File: src/rtl/imem_loader.sv
// Boot-time instruction memory loader: parses a 16-bit word-count header from a byte
// stream, assembles big-endian 32-bit words and writes them while holding the CPU stalled.
`timescale 1ns/1ps

module imem_loader #(
   parameter int unsigned DEPTH     = 64,
   parameter logic [31:0] BASE_ADDR = 32'h0000_0000
) (
   input  logic        clk,
   input  logic        rst_n,
   input  logic        start,
   input  logic        in_valid,
   input  logic [7:0]  in_data,
   output logic        in_ready,
   output logic        im_we,
   output logic [31:0] im_waddr,
   output logic [31:0] im_wdata,
   output logic        cpu_hold,
   output logic        done,
   output logic        error,
   output logic [15:0] words_loaded
);

   typedef enum logic [2:0] {
      S_IDLE,
      S_HDR0,
      S_HDR1,
      S_DATA,
      S_WRITE,
      S_DONE,
      S_ERR
   } state_e;

   localparam logic [15:0] DEPTH_W = 16'(DEPTH);

   state_e      state_q, state_d;
   logic [15:0] count_q;
   logic [1:0]  byte_idx_q;
   logic [23:0] asm_q;
   logic        im_we_q;
   logic [31:0] im_waddr_q;
   logic [31:0] im_wdata_q;
   logic [15:0] words_loaded_q;

   logic        xfer;
   logic        start_ok;
   logic [15:0] hdr_count;
   logic [15:0] words_next;

   assign xfer       = in_valid && in_ready;
   assign start_ok   = start && (state_q == S_IDLE || state_q == S_DONE || state_q == S_ERR);
   assign hdr_count  = {count_q[15:8], in_data};
   assign words_next = words_loaded_q + 16'd1;

   // NOTE: sequential state uses non-blocking assignments so every register samples
   // pre-edge values regardless of statement order.
   always_ff @(posedge clk or negedge rst_n) begin
      if (!rst_n) begin
         state_q <= S_IDLE;
      end else begin
         state_q <= state_d;
      end
   end

   // NOTE: state_d gets a default before the case so no path leaves it unassigned,
   // which would otherwise infer a latch.
   always_comb begin
      state_d = state_q;
      unique case (state_q)
         S_IDLE, S_DONE, S_ERR: begin
            if (start) state_d = S_HDR0;
         end
         S_HDR0: begin
            if (xfer) state_d = S_HDR1;
         end
         S_HDR1: begin
            if (xfer) begin
               if (hdr_count == 16'd0)         state_d = S_DONE;
               else if (hdr_count > DEPTH_W)   state_d = S_ERR;
               else                            state_d = S_DATA;
            end
         end
         S_DATA: begin
            if (xfer && byte_idx_q == 2'd3) state_d = S_WRITE;
         end
         S_WRITE: begin
            state_d = (words_next == count_q) ? S_DONE : S_DATA;
         end
         default: state_d = S_IDLE;
      endcase
   end

   always_comb begin
      in_ready = (state_q == S_HDR0) || (state_q == S_HDR1) || (state_q == S_DATA);
      cpu_hold = (state_q != S_DONE);
      done     = (state_q == S_DONE);
      error    = (state_q == S_ERR);
   end

   // The write strobe and its address/data are registered on the edge taking the 4th byte,
   // so they are presented together for exactly the WRITE cycle.
   always_ff @(posedge clk or negedge rst_n) begin
      if (!rst_n) begin
         count_q        <= 16'd0;
         byte_idx_q     <= 2'd0;
         asm_q          <= 24'd0;
         im_we_q        <= 1'b0;
         im_waddr_q     <= 32'd0;
         im_wdata_q     <= 32'd0;
         words_loaded_q <= 16'd0;
      end else begin
         im_we_q <= 1'b0;
         if (start_ok) begin
            words_loaded_q <= 16'd0;
         end
         unique case (state_q)
            S_HDR0: begin
               if (xfer) count_q[15:8] <= in_data;
            end
            S_HDR1: begin
               if (xfer) begin
                  count_q[7:0] <= in_data;
                  byte_idx_q   <= 2'd0;
               end
            end
            S_DATA: begin
               if (xfer) begin
                  asm_q      <= {asm_q[15:0], in_data};
                  byte_idx_q <= byte_idx_q + 2'd1;
                  if (byte_idx_q == 2'd3) begin
                     im_we_q    <= 1'b1;
                     im_wdata_q <= {asm_q, in_data};
                     im_waddr_q <= BASE_ADDR + 32'({words_loaded_q, 2'b00});
                  end
               end
            end
            S_WRITE: begin
               words_loaded_q <= words_next;
            end
            default: ;
         endcase
      end
   end

   assign im_we        = im_we_q;
   assign im_waddr     = im_waddr_q;
   assign im_wdata     = im_wdata_q;
   assign words_loaded = words_loaded_q;

endmodule

File: config.mk
export PLATFORM = sky130hd
export DESIGN_NAME = imem_loader
export DESIGN_NICKNAME = d
export VERILOG_FILES = /design/src/rtl/imem_loader.sv
export SDC_FILE = /design/constraint.sdc
export NUM_CORES = 1
export LEC_CHECK = 0
export BUFFER_PORTS_ARGS = -buffer_cell sky130_fd_sc_hd__buf_2
export CAP_MARGIN = 20
export CORE_MARGIN = 2
export CORE_UTILIZATION = 50
export CTS_CLUSTER_SIZE = 20
export DETAILED_ROUTE_END_ITERATION = 6
export GPL_ROUTABILITY_DRIVEN = 1
export PLACE_DENSITY = 0.73
export SYNTH_ARGS = -nofsm -noshare
export SYNTH_HDL_FRONTEND = slang
export SYNTH_SLANG_ARGS = --single-unit
File: constraint.sdc
create_clock -name clk -period 7.8 [get_ports clk]
set_input_delay 0.78 -clock clk [delete_from_list [all_inputs] [get_ports clk]]
set_output_delay 0.78 -clock clk [all_outputs]
set_load 0.05 [all_outputs]
==> results of run 1 <==
per-layer routing:
| metal | part of all wire | up-vias | global-route usage |
|---|---|---|---|
| met5 | 0 | - | 0 |
| met4 | 0.013 | 0 | 0.0583 |
| met3 | 0.053 | 11 | 0.0380 |
| met2 | 0.48 | 115 | 0.323 |
| met1 | 0.46 | 1808 | 0.289 |
| li1 | - | 1734 | - |
placed cells by master (no fill, tap or decap), types with 2 or more instances in the layout:
| cell | synthesis | routed |
|---|---|---|
| a21oi_1 | 5 | 5 |
| a22oi_1 | 3 | 3 |
| a31oi_1 | 2 | 2 |
| a32o_1 | 2 | 2 |
| and3_1 | 6 | 6 |
| buf_2 | 11 | 79 |
| buf_4 | 17 | 3 |
| clkbuf_8 | 0 | 9 |
| clkinv_2 | 1 | 3 |
| conb_1 | 1 | 16 |
| dfrtp_1 | 110 | 110 |
| ha_1 | 2 | 2 |
| inv_1 | 5 | 5 |
| inv_6 | 0 | 3 |
| mux2_1 | 30 | 30 |
| mux2_2 | 25 | 25 |
| mux2_4 | 9 | 9 |
| nand2_1 | 91 | 91 |
| nand3_1 | 14 | 14 |
| nand4_1 | 5 | 5 |
| nor2_1 | 14 | 14 |
| nor2b_1 | 6 | 6 |
| nor3_1 | 5 | 5 |
| nor4_1 | 6 | 6 |
| o2111ai_1 | 2 | 2 |
| o21ai_0 | 25 | 25 |
| o31ai_1 | 8 | 8 |
| o41ai_1 | 2 | 2 |
| or3_4 | 2 | 2 |
| xnor2_1 | 13 | 13 |
| xor2_1 | 9 | 9 |
worst max-delay path, delay by kind of cell, from the launching register on:
kind | cells | cell delay, ns
buffers and inverters | 2 | 1.03
flip-flops | 1 | 0.77
multiplexers | 1 | 0.40
AND/OR/NAND/NOR | 3 | 1.32
metrics by stage:
stage / cell area, sq um / cells / power (W) / hold WS (ns) / worst slack (ns)
finish: 5770 / 678 / 0.00184 / 0.427 / 4.10
global route: 5770 / 678 / 0.00195 / 0.469 / 3.76
CTS: 5770 / 678 / 0.00185 / 0.432 / 4.07
detailed placement: 5590 / 662 / 0.00152 / 0.459 / 3.95
global placement: 5590 / 662 / 0.00149 / 0.453 / 4.10
floorplan: 5260 / 488 / 0.00136 / 0.439 / 4.97
cells in the mapped netlist (all sizes together) (7+ instances only):
library cell,n
dfrtp,110
nand2,92
mux2,64
buf,31
o21ai,26
nand3,15
nor2,14
clkbuf,13
xnor2,13
xor2,9
o31ai,8
nor4,7
flip-flops by register name, summed over array words and instances (netlist names):
register      count
im_we             1
state_q           3
words_loaded     16
im_wdata         32
asm_q            24
im_waddr         16
count_q          16
byte_idx_q        2
final timing paths:
path	startpoint	endpoint	slack, ns	depth (start not counted)
setup / recovery	state_q[2]	im_waddr[7]	4.10	6
hold / removal	rst_n	asm_q[9]	0.43	1
setup reg to reg	state_q[2]	im_waddr[7]	4.10	6
hold reg to reg	asm_q[16]	asm_q[16]	0.48	2
max in group asynchronous	rst_n	asm_q[13]	6.15	2
min in group clk	asm_q[16]	asm_q[16]	0.48	2
layout make-up:
cell class / instances / area share
multi-input cells: 327 / 0.384
well taps: 136 / 0.0295
inverters: 7 / 0.00477
flip-flops and latches: 110 / 0.477
repair buffers: 82 / 0.0724
clock inverters: 7 / 0.0111
clock buffers: 9 / 0.0215
cells by family after synthesis:
kind of cell               count (synthesis)  share of synthesized area
AOI/OAI and AO/OA                         61                     0.0773
xor gates and xnor gates                  22                     0.0371
other                                      1                   0.000721
muxes                                     65                      0.147
adders and majority gates                  3                    0.00674
and+or+nand+nor                          160                      0.147
buffers and inverters                     51                     0.0549
DFF                                      110                      0.529
where the power goes:
group	internal (W)	switching [W]	total, W	leakage, nW
clock	0.000124	0.000210	0.000334	0.0991
sequential	0.000714	0.000141	0.000855	1.47
combinational	0.000225	0.000427	0.000651	1.47
==> results.txt, run 1 <==
----------------------------------------------------
[Run status]
  Result of the run ... finished clean

[Critical path]
  Kind of launch point of the worst setup path ... register
  Crit-path slowest cell ... dfrtp_1
  CP endpoint kind ... register
  Cell breakdown of the critical path ... or3_4 > or2_1 > clkinv_2 > nand2_2 > buf_4 > mux2_2
  CP arrival ... 3.97 ns
  CP peak stage delay ... 0.77 ns
  Critical Path Fanout Max ... 38
  Kind of critical path ... reg -> reg
  Data required, critical path ... 8.07 ns

[Global route]
  First-pass GRT wire length ... 17900 um
  Number of antenna violations at the first check in global routing ... 0
  Vias in the first global route ... 3428
  Remaining Overflow, GRT ... 0
  Pin count of the biggest net entering global routing ... 59
  GRT Resource Usage Total ... 0.204

[CTS]
  Number of instances resized during post-cts repair ... 0
  Maximum clock path buffer count ... 2
  TritonCTS clock tree ... done
  Num CTS Buffers ... 9
  Hold bufs inserted after CTS ... 0
  H-Tree Depth ... 3
  Buffers inserted by post-CTS timing repair ... 0
  Number of clock sinks seen by CTS ... 110
  Buffer cell driving the clock tree root ... clkbuf_8
  Clock latency at the later pin of the worst-skew pair ... 0.39 ns
  Clock-pin transition on the worst setup and hold timing paths ... 0.12 ns

[STA]
  Final count of hold timing violations ... 0
  Final TNS setup ... 0 ns
  Number of max-slew violations in the final report ... 0
  Final setup violation count ... 0
  Worst setup skew after layout ... 0.0153 ns
  Actual transition at the worst max-transition pin ... 1.26 ns
  Post-layout minimum cycle time ... 3.70 ns
  Maximum clock frequency ... 270 MHz
  Share of the cycle needed by the critical path after routing ... 0.474
  Relative max-transition margin ... 0.157
  Unrepaired setup endpoints after global routing ... no

[Yosys]
  Number of standard cells after synthesis ... 473
  Cell area after technology mapping ... 5200 sq um
  Prevailing post-synth register cell ... dfrtp_1
  Cell accounting for the most synthesized area ... dfrtp_1
  Number of distinct library cell variants in the gate-level netlist after synthesis ... 58
  FFs w/ async S/R, synth ... 1.00
  Biggest area contributors in the synthesized netlist ... dfrtp_1, nand2_1, mux2_1
  Seq cells post-synth ... 110
  Number of enable flip-flop cells after synthesis ... 0
  Number of synthesis warnings ... 0
  Sequential area share after synthesis ... 0.529
  Post-Synthesis Mean Instance Area ... 11.0 sq um
  Area share of the leading cell type in the synthesized netlist ... 0.529

[Die]
  Ports placed on the boundary ... 97
  Die area ... 11200 sq um
  Standard-cell row count ... 37
  Initial Util ... 0.508
  Chip height ... 106 um
  Horizontal die dimension ... 106 um
  Floorplan Core Area ... 10200 sq um

[Power and ir drop]
  Leakage Power ... 3.03 nW
  Power per standard cell area ... 319 nW/um^2
  Maximum resistive drop on vdd ... 188 uV

[Final layout]
  Layout overhead on the synthesized area ... 11.0%
  Footprint of the multi-input gates ... 2220 sq um
  Number of inserted diodes ... 0
  Share of cells above drive strength 1 ... 0.268
  Reg area ... 2750 sq um
  Final-layout fill cell count ... 899
  Fin nets ... 551
  Share of the core filled with cells ... 0.564

[Route]
  Total wirelength of the detailed-routed design ... 10800 um
  Number of DRC violations after detailed-routing iteration 0 ... 204
  Routed length per placed instance ... 15.9 um
  Via/cell ratio ... 5.41
  Post-route DRC violation count ... 0
  Number of nets with antenna violations after detailed routing ... 0
  Total number of vias ... 3668
  Detailed-routing iteration count for the pre-antenna-repair pass ... 4

[Flow run]
  Maximum capacitance violations ... 0

[Place]
  Input/output buffers ... 80
  Estimated wirelength of the detail-placed design ... 7550 um
  Final weighted congestion in routability-driven placement ... 0.833

[Worst hold path]
  Worst hold-check path type ... in -> async

----------------------------------------------------
Power figures use the tool's default switching activity.
==> inputs of run 2 (changes only) <==
- PLACE_DENSITY: 0.73 -> 0.76
- clock period: 7.8 -> 3 ns (I/O delays scaled with it)
==> results.txt, run 2 (synthesis results as in run 1) <==
----------------------------------------------------
[Run status]
  Result of the run ... finished clean (unchanged)

[Critical path]
  RR Endpoint ... state_q[1] (was im_waddr[7])
  Worst reg-to-reg setup slack ... 0.25 ns (was 4.10 ns)
  CP arrival ... 3.02 ns (was 3.97 ns)
  Reg2reg path depth ... 7 (was 6)
  CP endpoint kind ... register (unchanged)
  Kind of launch point of the worst setup path ... register (unchanged)
  Data required, critical path ... 3.27 ns (was 8.07 ns)
  Worst Setup EP ... state_q[1] (was im_waddr[7])
  Reg2reg start ... words_loaded[0] (was state_q[2])
  CP Launch Point ... words_loaded[0] (was state_q[2])
  Critical Path Fanout Max ... 9 (was 38)
  Kind of critical path ... reg -> reg (unchanged)

[CTS]
  Maximum clock path buffer count ... 2 (unchanged)
  Buffer cell driving the clock tree root ... clkbuf_8 (unchanged)
  H-Tree Depth ... 3 (unchanged)
  Clock-pin transition on the worst setup and hold timing paths ... 0.10 ns (was 0.12 ns)
  Clock latency at the later pin of the worst-skew pair ... 0.38 ns (was 0.39 ns)
  Number of clock sinks seen by CTS ... 110 (unchanged)
  Buffers inserted by post-CTS timing repair ... 0 (unchanged)
  Num CTS Buffers ... 9 (unchanged)
  TritonCTS clock tree ... done (unchanged)

[Power and ir drop]
  Leakage Power ... 3.06 nW (was 3.03 nW)
  Maximum resistive drop on vdd ... 412 uV (was 188 uV)
  Power per standard cell area ... 816 nW/um^2 (was 319 nW/um^2)

[Global route]
  Vias in the first global route ... 3491 (was 3428)
  First-pass GRT wire length ... 18300 um (was 17900 um)
  GRT Resource Usage Total ... 0.208 (was 0.204)
  Number of antenna violations at the first check in global routing ... 0 (unchanged)
  Remaining Overflow, GRT ... 0 (unchanged)
  Pin count of the biggest net entering global routing ... 66 (was 59)

[Route]
  Total number of vias ... 3773 (was 3668)
  Post-route DRC violation count ... 0 (unchanged)
  Detailed-routing iteration count for the pre-antenna-repair pass ... 5 (was 4)
  Via/cell ratio ... 5.50 (was 5.41)
  Routed length per placed instance ... 16.4 um (was 15.9 um)
  Number of DRC violations after detailed-routing iteration 0 ... 233 (was 204)
  Total wirelength of the detailed-routed design ... 11200 um (was 10800 um)
  Number of nets with antenna violations after detailed routing ... 0 (unchanged)

[Die]
  Floorplan Core Area ... 10200 sq um (unchanged)
  Horizontal die dimension ... 106 um (unchanged)
  Standard-cell row count ... 37 (unchanged)
  Die area ... 11200 sq um (unchanged)
  Ports placed on the boundary ... 97 (unchanged)
  Initial Util ... 0.508 (unchanged)
  Chip height ... 106 um (unchanged)

[STA]
  Unrepaired setup endpoints after global routing ... no (unchanged)
  Share of the cycle needed by the critical path after routing ... 0.918 (was 0.474)
  Worst setup skew after layout ... 0.00797 ns (was 0.0153 ns)
  Final count of hold timing violations ... 0 (unchanged)
  Relative max-transition margin ... 0.0786 (was 0.157)
  Final setup violation count ... 0 (unchanged)
  Number of max-slew violations in the final report ... 0 (unchanged)
  Least setup slack across all paths after layout ... 0.246 ns (was 4.10 ns)
  Maximum clock frequency ... 363 MHz (was 270 MHz)
  Final TNS setup ... 0 ns (unchanged)
  Post-layout minimum cycle time ... 2.75 ns (was 3.70 ns)
  Actual transition at the worst max-transition pin ... 1.38 ns (was 1.26 ns)

[Final layout]
  Highest-count cells in the layout ignoring fill and taps ... dfrtp_1, nand2_1, buf_2 (unchanged)
  Most common cell after layout, fill and taps aside ... dfrtp_1 (unchanged)
  Fin nets ... 560 (was 551)
  Final-layout fill cell count ... 899 (unchanged)
  Max FFs per register ... 32 (unchanged)
  Share of cells above drive strength 1 ... 0.273 (was 0.268)
  Number of inserted diodes ... 0 (unchanged)
  Layout overhead on the synthesized area ... 12.2% (was 11.0%)

[Flow run]
  Maximum capacitance violations ... 0 (unchanged)

[Place]
  Estimated wirelength of the detail-placed design ... 7900 um (was 7550 um)
  Worst slack, placed ... 0.285 ns (was 3.95 ns)
  Input/output buffers ... 80 (unchanged)
  Final weighted congestion in routability-driven placement ... 0.873 (was 0.833)

[Worst hold path]
  Worst hold-check path type ... in -> reg (was in -> async)

----------------------------------------------------
==> run 2: cell types whose count changed in the layout (fill, tap and decap cells not counted), moves of 2 or more <==
cell,delta
clkinv_2,-2
inv_6,-2
clkinv_4,+2
clkbuf_1,+2
buf_4,+7
==> run 2: repair_timing <==
item,4_1_cts,5_1_grt
hold buffers,1,0
gates resized for setup,0,0
endpoints found under the hold margin,45,0
==> run 2: cell type report <==
class,count,area (sq um),share of cell area
clock buffer,11,131,0.0225
clock inverter,4,33.8,0.00579
inverter,7,27.5,0.00472
multi-input combinational,327,2220,0.380
sequential,110,2750,0.472
tap,136,170,0.0292
timing repair buffer,91,500,0.0858
==> run 2: critical path, cell delays in order, from the launching register on <==
cell,delay [ns]
dfrtp_1,0.55
ha_1,0.32
nand3_1,0.16
nor4_1,0.56
xnor2_1,0.19
o21ai_1,0.10
or4_4,0.54
a31o_1,0.23
==> run 2: report_power, final <==
group	switching (W)	total, W	internal [W]
Clock	0.000490	0.000795	0.000304
Sequential	0.000344	0.00220	0.00186
Combinational	0.00115	0.00176	0.000613
Total	0.00198	0.00476	0.00278
==> run 2: metrics by stage <==
stage | power (W) | hold slack (ns) | util | std cells | cell area, sq um
finish | 0.00476 | 0.188 | 0.570 | 686 | 5830
global placement | 0.00393 | 0.332 | 0.553 | 670 | 5660
detailed placement | 0.00400 | 0.343 | 0.553 | 670 | 5660
global route | 0.00504 | 0.183 | 0.570 | 686 | 5830
floorplan | 0.00354 | 0.00441 | - | 488 | 5260
CTS | 0.00480 | 0.174 | 0.570 | 686 | 5830
==> run 2: worst min-delay path by stage <==
stage / start / end / slack, ns / depth (start not counted)
floorplan: rst_n / asm_q[0] / 0.004 / 0
global placement: rst_n / im_wdata[16] / 0.33 / 1
detailed placement: rst_n / im_wdata[16] / 0.34 / 1
CTS: in_data[5] / asm_q[5] / 0.17 / 3
global route: in_data[2] / asm_q[2] / 0.18 / 3
finish: in_data[5] / asm_q[5] / 0.19 / 3
==> run 2: layer usage <==
metal | up-vias | global-route usage | wire [um]
li1 | 1751 | - | -
met1 | 1893 | 0.290 | 5040
met2 | 114 | 0.327 | 5430
met3 | 15 | 0.0392 | 594
met4 | 0 | 0.0771 | 161
met5 | - | 0 | 0
==> inputs of run 3 (changes only) <==
- CAP_MARGIN: 20 -> unset
- PLACE_DENSITY: 0.76 -> 0.75
==> results.txt, run 3 (synthesis results as in run 1) <==
----------------------------------------------------
[Critical path]
  CP endpoint kind ... register (unchanged)
  Data required, critical path ... 3.27 ns (about the same)
  Crit-path slowest cell ... dfrtp_1 (was nor4_1)
  Kind of launch point of the worst setup path ... register (unchanged)
  CP peak stage delay ... 0.55 ns (was 0.56 ns)
  Critical Path Fanout Max ... 9 (unchanged)
  Kind of critical path ... reg -> reg (unchanged)
  CP top delay family ... simple AND/OR/NAND/NOR gates (unchanged)
  CP arrival ... 2.94 ns (was 3.02 ns)
  Cell breakdown of the critical path ... ha_1 > nand3_1 > nor4_1 > xnor2_1 > o2111ai_1 > or4_4 > a31o_1 (was ha_1 > nand3_1 > nor4_1 > xnor2_1 > o21ai_1 > or4_4 > a31o_1)
  Number of buffers and inverters on the critical path ... 0 (unchanged)

[Global route]
  Pin count of the biggest net entering global routing ... 60 (was 66)
  First-pass GRT wire length ... 18400 um (was 18300 um)
  Remaining Overflow, GRT ... 0 (unchanged)
  Number of antenna violations at the first check in global routing ... 0 (unchanged)
  Vias in the first global route ... 3555 (was 3491)
  GRT Resource Usage Total ... 0.207 (was 0.208)

[STA]
  Number of max-slew violations in the final report ... 0 (unchanged)
  Unrepaired setup endpoints after global routing ... no (unchanged)
  Maximum clock frequency ... 375 MHz (was 363 MHz)
  Least setup slack across all paths after layout ... 0.335 ns (was 0.246 ns)
  Final TNS setup ... 0 ns (unchanged)
  Actual transition at the worst max-transition pin ... 0.746 ns (was 1.38 ns)
  Final count of hold timing violations ... 0 (unchanged)
  Post-layout minimum cycle time ... 2.66 ns (was 2.75 ns)
  Worst setup skew after layout ... 0.0154 ns (was 0.00797 ns)
  Final setup violation count ... 0 (unchanged)
  Share of the cycle needed by the critical path after routing ... 0.888 (was 0.918)
  Relative max-transition margin ... 0.503 (was 0.0786)

[Place]
  Worst slack, placed ... 0.278 ns (was 0.285 ns)
  Placed cell count ... 671 (was 670)
  Estimated wirelength of the detail-placed design ... 7800 um (was 7900 um)
  Standard cell area after detailed placement ... 5670 sq um (was 5660 sq um)
  Final weighted congestion in routability-driven placement ... 0.890 (was 0.873)
  Input/output buffers ... 80 (unchanged)

[Die]
  Standard-cell row count ... 37 (unchanged)
  Horizontal die dimension ... 106 um (unchanged)
  Ports placed on the boundary ... 97 (unchanged)
  Initial Util ... 0.508 (unchanged)
  Die area ... 11200 sq um (unchanged)
  Chip height ... 106 um (unchanged)
  Floorplan Core Area ... 10200 sq um (unchanged)

[CTS]
  H-Tree Depth ... 3 (unchanged)
  TritonCTS clock tree ... done (unchanged)
  Clock-pin transition on the worst setup and hold timing paths ... 0.11 ns (was 0.10 ns)
  Buffers inserted by post-CTS timing repair ... 0 (unchanged)
  Clock latency at the later pin of the worst-skew pair ... 0.38 ns (about the same)
  Num CTS Buffers ... 9 (unchanged)
  Maximum clock path buffer count ... 2 (unchanged)
  Buffer cell driving the clock tree root ... clkbuf_8 (unchanged)
  Number of clock sinks seen by CTS ... 110 (unchanged)

[Final layout]
  Layout overhead on the synthesized area ... 13.4% (was 12.2%)
  Most common cell after layout, fill and taps aside ... dfrtp_1 (unchanged)
  Highest-count cells in the layout ignoring fill and taps ... dfrtp_1, nand2_1, buf_2 (unchanged)
  Number of inserted diodes ... 0 (unchanged)
  Max FFs per register ... 32 (unchanged)
  Final-layout fill cell count ... 877 (was 899)
  Finished layout cell area ... 5890 sq um (was 5830 sq um)
  Share of cells above drive strength 1 ... 0.281 (was 0.273)
  Share of the core filled with cells ... 0.576 (was 0.570)
  Final Instance Count excl. Fillers ... 688 (was 686)
  Fin nets ... 561 (was 560)

[Run status]
  Result of the run ... finished clean (unchanged)

[Route]
  Number of nets with antenna violations after detailed routing ... 0 (unchanged)
  Detailed-routing iteration count for the pre-antenna-repair pass ... 4 (was 5)
  Post-route DRC violation count ... 0 (unchanged)
  Total wirelength of the detailed-routed design ... 11200 um (about the same)
  Total number of vias ... 3705 (was 3773)
  Number of DRC violations after detailed-routing iteration 0 ... 207 (was 233)
  Via/cell ratio ... 5.39 (was 5.50)
  Routed length per placed instance ... 16.3 um (was 16.4 um)

[Power and ir drop]
  Leakage Power ... 3.09 nW (was 3.06 nW)
  Power per standard cell area ... 831 nW/um^2 (was 816 nW/um^2)
  Maximum resistive drop on vdd ... 467 uV (was 412 uV)

[Worst hold path]
  Worst hold-check path type ... in -> reg (unchanged)

[Flow run]
  Maximum capacitance violations ... 0 (unchanged)

----------------------------------------------------
## run 3: cell count changes in the layout (fill, tap and decap cells not counted)
cell / previous run / this run
clkinv_8: 0 / 3
clkbuf_1: 2 / 0
inv_8: 0 / 2
buf_4: 10 / 11
clkinv_4: 2 / 1
clkinvlp_4: 1 / 0
nor4_1: 6 / 5
nor4_2: 1 / 2
## run 3: timing repair
item,CTS,global route
hold buffers,1,0
endpoints found under the hold margin,19,0
gates resized for setup,0,1
endpoints found under the setup margin,0,2
## run 3: routing by layer
metal / GRT usage / vias up / part of all wire
met1: 0.286 / 1828 / 0.45
met5: 0 / - / 0
met3: 0.0380 / 14 / 0.051
met2: 0.330 / 110 / 0.48
li1: - / 1753 / -
met4: 0.0752 / 0 / 0.019
## run 3: layout make-up
type	count	area, sq um	share of cell area
multi-input cells	327	2220	0.377
inverters	7	27.5	0.00467
repair buffers	92	508	0.0862
well taps	136	170	0.0289
clock inverters	7	88.8	0.0151
flip-flops and latches	110	2750	0.467
clock buffers	9	124	0.0210
## run 3: final timing paths
path	startpoint	to	slack, ns	cells past startpoint
setup / recovery	words_loaded[0]	state_q[1]	0.34	7
max in group asynchronous	rst_n	im_waddr[15]	1.73	3
hold reg to reg	asm_q[19]	asm_q[19]	0.48	2
min in group asynchronous	rst_n	im_wdata[25]	0.52	2
setup reg to reg	words_loaded[0]	state_q[1]	0.34	7
hold / removal	in_data[4]	asm_q[4]	0.19	3
## run 3: metrics by stage
step / total power, W / hold WS [ns]
2_1_floorplan: 0.00354 / 0.00441
3_3_place_gp: 0.00394 / 0.402
3_5_place_dp: 0.00400 / 0.417
4_1_cts: 0.00493 / 0.178
5_1_grt: 0.00518 / 0.190
6_report: 0.00490 / 0.194
## run 3: tightest hold or removal path: stages
cell     delay, ns
buf_2         0.14
nand2_1       0.06
nand2_1       0.04
## run 3: report_power, final
group	internal (W)	switching [W]
combinational	0.000624	0.00115
clock	0.000340	0.000585
sequential	0.00186	0.000338
